$ cat src/rtl/imem_boot_ctrl.sv
// Boot-time loader: assembles a length-prefixed little-endian byte image into imem words,
// holding the core stalled until the whole image has been written.
module imem_boot_ctrl #(
   parameter int DEPTH_WORDS = 512,
   parameter int ADDR_W      = 9
) (
   input  logic              i_clk,
   input  logic              i_reset,
   input  logic              i_rx_valid,
   input  logic [7:0]        i_rx_data,
   output logic              o_rx_ready,
   input  logic [31:0]       i_cpu_addr,
   output logic [ADDR_W-1:0] o_mem_raddr,
   output logic              o_mem_we,
   output logic [ADDR_W-1:0] o_mem_waddr,
   output logic [31:0]       o_mem_wdata,
   output logic              o_cpu_stall,
   output logic              o_done,
   output logic              o_err
);

   typedef enum logic [2:0] {LEN_LO, LEN_HI, DATA, FLUSH, DONE, ERR} state_t;

   localparam logic [15:0] MAX_N = 16'(DEPTH_WORDS);

   state_t          state;
   logic [15:0]     len;
   logic [ADDR_W:0] word_cnt;
   logic [1:0]      byte_idx;
   logic [23:0]     wbuf;
   logic            accept;
   logic [15:0]     len_full;
   logic [15:0]     cnt_next;
   logic            unused_addr_bits;

   assign o_rx_ready  = (state == LEN_LO) || (state == LEN_HI) || (state == DATA);
   assign accept      = i_rx_valid && o_rx_ready;
   assign o_mem_raddr = i_cpu_addr[ADDR_W+1:2];
   assign len_full    = {i_rx_data, len[7:0]};
   assign cnt_next    = 16'(word_cnt) + 16'd1;
   assign unused_addr_bits = ^{i_cpu_addr[31:ADDR_W+2], i_cpu_addr[1:0]};

   always_ff @(posedge i_clk) begin
      if (i_reset) begin
         state       <= LEN_LO;
         len         <= '0;
         word_cnt    <= '0;
         byte_idx    <= '0;
         wbuf        <= '0;
         o_mem_we    <= 1'b0;
         o_mem_waddr <= '0;
         o_mem_wdata <= '0;
         o_cpu_stall <= 1'b1;
         o_done      <= 1'b0;
         o_err       <= 1'b0;
      end else begin
         o_mem_we <= 1'b0;
         case (state)
            LEN_LO: begin
               if (accept) begin
                  len[7:0] <= i_rx_data;
                  state    <= LEN_HI;
               end
            end
            LEN_HI: begin
               if (accept) begin
                  len[15:8] <= i_rx_data;
                  if (len_full == 16'd0) begin
                     state <= FLUSH;
                  end else if (len_full > MAX_N) begin
                     state <= ERR;
                     o_err <= 1'b1;
                  end else begin
                     state <= DATA;
                  end
               end
            end
            DATA: begin
               if (accept) begin
                  byte_idx <= byte_idx + 2'd1;
                  if (byte_idx == 2'd3) begin
                     // Lane 3 bypasses the buffer so the write issues on the very next cycle
                     o_mem_we    <= 1'b1;
                     o_mem_waddr <= word_cnt[ADDR_W-1:0];
                     o_mem_wdata <= {i_rx_data, wbuf};
                     word_cnt    <= word_cnt + 1'b1;
                     if (cnt_next == len) state <= FLUSH;
                  end else begin
                     wbuf[{byte_idx, 3'b000} +: 8] <= i_rx_data;
                  end
               end
            end
            FLUSH: begin
               state       <= DONE;
               o_cpu_stall <= 1'b0;
               o_done      <= 1'b1;
            end
            DONE: state <= DONE;
            ERR:  state <= ERR;
            default: state <= ERR;
         endcase
      end
   end

endmodule

$ cat config.mk
export PLATFORM = sky130hd
export DESIGN_NAME = imem_boot_ctrl
export DESIGN_NICKNAME = d
export VERILOG_FILES = /design/src/rtl/imem_boot_ctrl.sv
export SDC_FILE = /design/constraint.sdc
export NUM_CORES = 1
export LEC_CHECK = 0
export BUFFER_PORTS_ARGS = -buffer_cell sky130_fd_sc_hd__buf_4
export CAP_MARGIN = 0
export CORE_AREA = 2 2 93 95
export CTS_CLUSTER_DIAMETER = 120
export DETAILED_ROUTE_END_ITERATION = 7
export DIE_AREA = 0 0 95 97
export PLACE_DENSITY = 0.87
export SLEW_MARGIN = 20
export SYNTH_ARGS = -nofsm -noshare
export SYNTH_HDL_FRONTEND = slang
export SYNTH_SLANG_ARGS = --single-unit
$ cat constraint.sdc
create_clock -name i_clk -period 2.3 [get_ports i_clk]
set_input_delay 0 -clock i_clk [delete_from_list [all_inputs] [get_ports i_clk]]
set_output_delay 0 -clock i_clk [all_outputs]
set_load 0.03 [all_outputs]
==> results.json <==
{
  "dieWidth_um": 95,
  "antenna_found_initial": 0,
  "final.fill_count": 682,
  "finalInstanceArea_um2": 4938,
  "start_util_pct": 51.73,
  "synth_common_cells": "158 x nand2_1, 100 x dfxtp_1, 93 x a21oi_1",
  "setup_viol": 0,
  "status": "finished clean",
  "worst_pin_slew_ps": 501.3,
  "clkSinkCount": 100,
  "worst_r2r_path_depth": 7,
  "p_leak_nw": 1.763,
  "synth_top_area_share_pct": 47.58,
  "core_region_area_um2": 8134,
  "tritoncts": "done",
  "synth_top_area_cell": "dfxtp_1",
  "dr.pass1.iters": 5,
  "synth_nets": 582,
  "ys_dominant_reg_cell": "dfxtp_1",
  "rsz0062_at_grt": "no",
  "dp_slack_ps": 251.4,
  "die_area_um2": 9215,
  "cp_max_fo": 7,
  "multi_input_comb_area_um2": 1961,
  "holdPathStages": 0,
  "tns_ps": 0,
  "first_iter_violations": 327,
  "synth.most_common_cell": "nand2_1",
  "cts_buffer_depth": 2,
  "yosysWarnings": 0,
  "arrival_ps": 2450,
  "die_y_um": 97,
  "overflow": 0,
  "via_per_inst": 5.530,
  "crit_type": "reg2reg",
  "ys_ff_latch": 100,
  "r2r-end": "state[0]$_SDFFE_PP0P_",
  "cts_root_buf": "clkbuf_8",
  "seq_area_um2": 2002,
  "r2r_setup_slack_ps": 150,
  "clkSlewWorstSetupHoldPaths_ps": 90,
  "r2r_start": "word_cnt[1]$_SDFFE_PP0P_",
  "numCtsBuffers": 9,
  "wl_mm": 9.999,
  "area_delta_synth_final_pct": 17.37,
  "grt_max_degree": 38,
  "skew_ps": 7.997,
  "gp_congestion": 0.8557,
  "slew_viol_final": 0,
  "grt_pass1_vias": 3710,
  "worstHoldStart": "i_cpu_addr[4]",
  "finalCritPeriodShare_pct": 93.54,
  "async_flop_share_pct": 0,
  "drv_cap": 0,
  "antenna_cells": 0,
  "synthDistinctLibCells": 46,
  "ios": 98,
  "synthTopCellsByArea": "dfxtp_1 48%, nand2_1 14%, a21oi_1 11%",
  "fp-row-count": 33,
  "post_cts.repair.setup_buffers": 0,
  "htree_levels": 3,
  "max_slew_margin_pct": 66.45,
  "p_per_area_nw_per_um2": 644.1,
  "wl_per_cell_um": 14.49,
  "synth_edf_count": 0,
  "syn-cell-area_um2": 4208,
  "dpl_cell_area_um2": 4628,
  "drc": 0,
  "clock.fmax_mhz": 464.8,
  "hold_viol_final": 0,
  "ant_nets": 0,
  "drive_gt1_share_pct": 15.90,
  "fin_crit_ps": 2151,
  "avgSynthCellArea_um2": 7.895,
  "grt_pass1_wl_mm": 16.87,
  "setup_ws_ps": 148.6,
  "power_w": 0.003181,
  "syn_inst": 533,
  "synth_seq_area_share_pct": 47.58,
  "hold-worst-slack_ps": 0.01319,
  "num_vias": 3816,
  "clock_latency_ps": 370,
  "portBuffers": 56,
  "start_kind": "register",
  "track_usage_pct": 22.91,
  "holdPathEnd": "o_mem_raddr[2]",
  "cp.required_ps": 2600,
  "place_hpwl_mm": 6.787,
  "end_kind": "register",
  "worst_ir_drop_vdd_mv": 0.3611,
  "fin_nets": 630,
  "hp-class": "in2out"
}
state kept, by name (all words and copies together), names as in the netlist, 2 cells and up:
name         cells
state            3
o_mem_wdata     32
len             16
wbuf            24
word_cnt        10
o_mem_waddr      9
byte_idx         2
report_power, final:
group | internal (W) | switching, W | leakage, nW
combinational | 0.0000730 | 0.000119 | 0.849
sequential | 0.00175 | 0.0000280 | 0.807
clock | 0.000615 | 0.000594 | 0.107
worst max-delay path, stage by stage, from the launching register on:
cell and delay [ps]:
dfxtp_1 430, ha_1 310, nand3_2 160, nor2_1 270, o22ai_1 160, a2111oi_2 390
o2111ai_1 180, a31oi_1 180
kinds of logic after synthesis:
| kind of cell | Yosys count | synth area share, % |
|---|---|---|
| buffers and inverters | 47 | 5.977 |
| XOR/XNOR | 19 | 3.955 |
| AND/OR/NAND/NOR | 246 | 25.78 |
| adder cells (fa/ha/maj) | 6 | 1.784 |
| flip-flops | 100 | 47.58 |
| AO/OA/AOI/OAI | 115 | 14.93 |
cell usage in the layout, fill, tap and decap left out, types with 3 or more instances in the layout:
cell type	count
nand2_1	158
dfxtp_1	100
a21oi_1	93
buf_4	69
nand3_1	28
nor2_1	23
xnor2_1	13
clkbuf_8	9
dlygate4sd3_1	9
nor4_1	8
inv_1	6
xor2_1	6
ha_1	6
o21ai_0	5
and3_1	4
nor3_1	4
or3_1	3
nor3b_1	3
per-stage QoR:
| stage | util, % | cells |
|---|---|---|
| after floorplan | - | 533 |
| after global placement | 56.90 | 666 |
| after detailed placement | 56.90 | 666 |
| after CTS | 60.64 | 690 |
| after global routing | 60.71 | 690 |
| final | 60.71 | 690 |
worst max-delay path by stage:
stage / slack [ps] / cells after the start / endpoint / start
after floorplan: 520 / 7 / state[0]$_SDFFE_PP0P_ / word_cnt[0]$_SDFFE_PP0P_
after global placement: 330 / 7 / state[0]$_SDFFE_PP0P_ / byte_idx[0]$_SDFFE_PP0P_
after detailed placement: 250 / 7 / state[0]$_SDFFE_PP0P_ / byte_idx[0]$_SDFFE_PP0P_
after CTS: 70 / 7 / state[0]$_SDFFE_PP0P_ / word_cnt[1]$_SDFFE_PP0P_
after global routing: 20 / 7 / state[0]$_SDFFE_PP0P_ / word_cnt[1]$_SDFFE_PP0P_
final: 150 / 7 / state[0]$_SDFFE_PP0P_ / word_cnt[1]$_SDFFE_PP0P_
repair_timing:
action	4_1_cts	5_1_grt
resized for setup	0	2
endpoints found under the setup margin	0	1
hold buffers	9	0
endpoints found under the hold margin	51	0
cell type report:
cell class                      instances  area share (%)
Clock buffer                           10           2.584
Clock inverter                          5           1.748
Inverter                                6          0.4560
Multi-Input combinational cell        386           39.70
Sequential cell                       100           40.54
Tap cell                              105           2.660
Timing Repair Buffer                   78           12.31
per-layer routing:
layer	routed length [µm]	vias to the layer above	part of all wire, %	GRT usage [%]
li1	-	1866	-	-
met1	4199	1797	42	27.77
met2	4912	125	49	36.77
met3	572	28	5.7	5.296
met4	314	0	3.1	13.15
met5	0	-	0	0
Power figures use the tool's default switching activity.
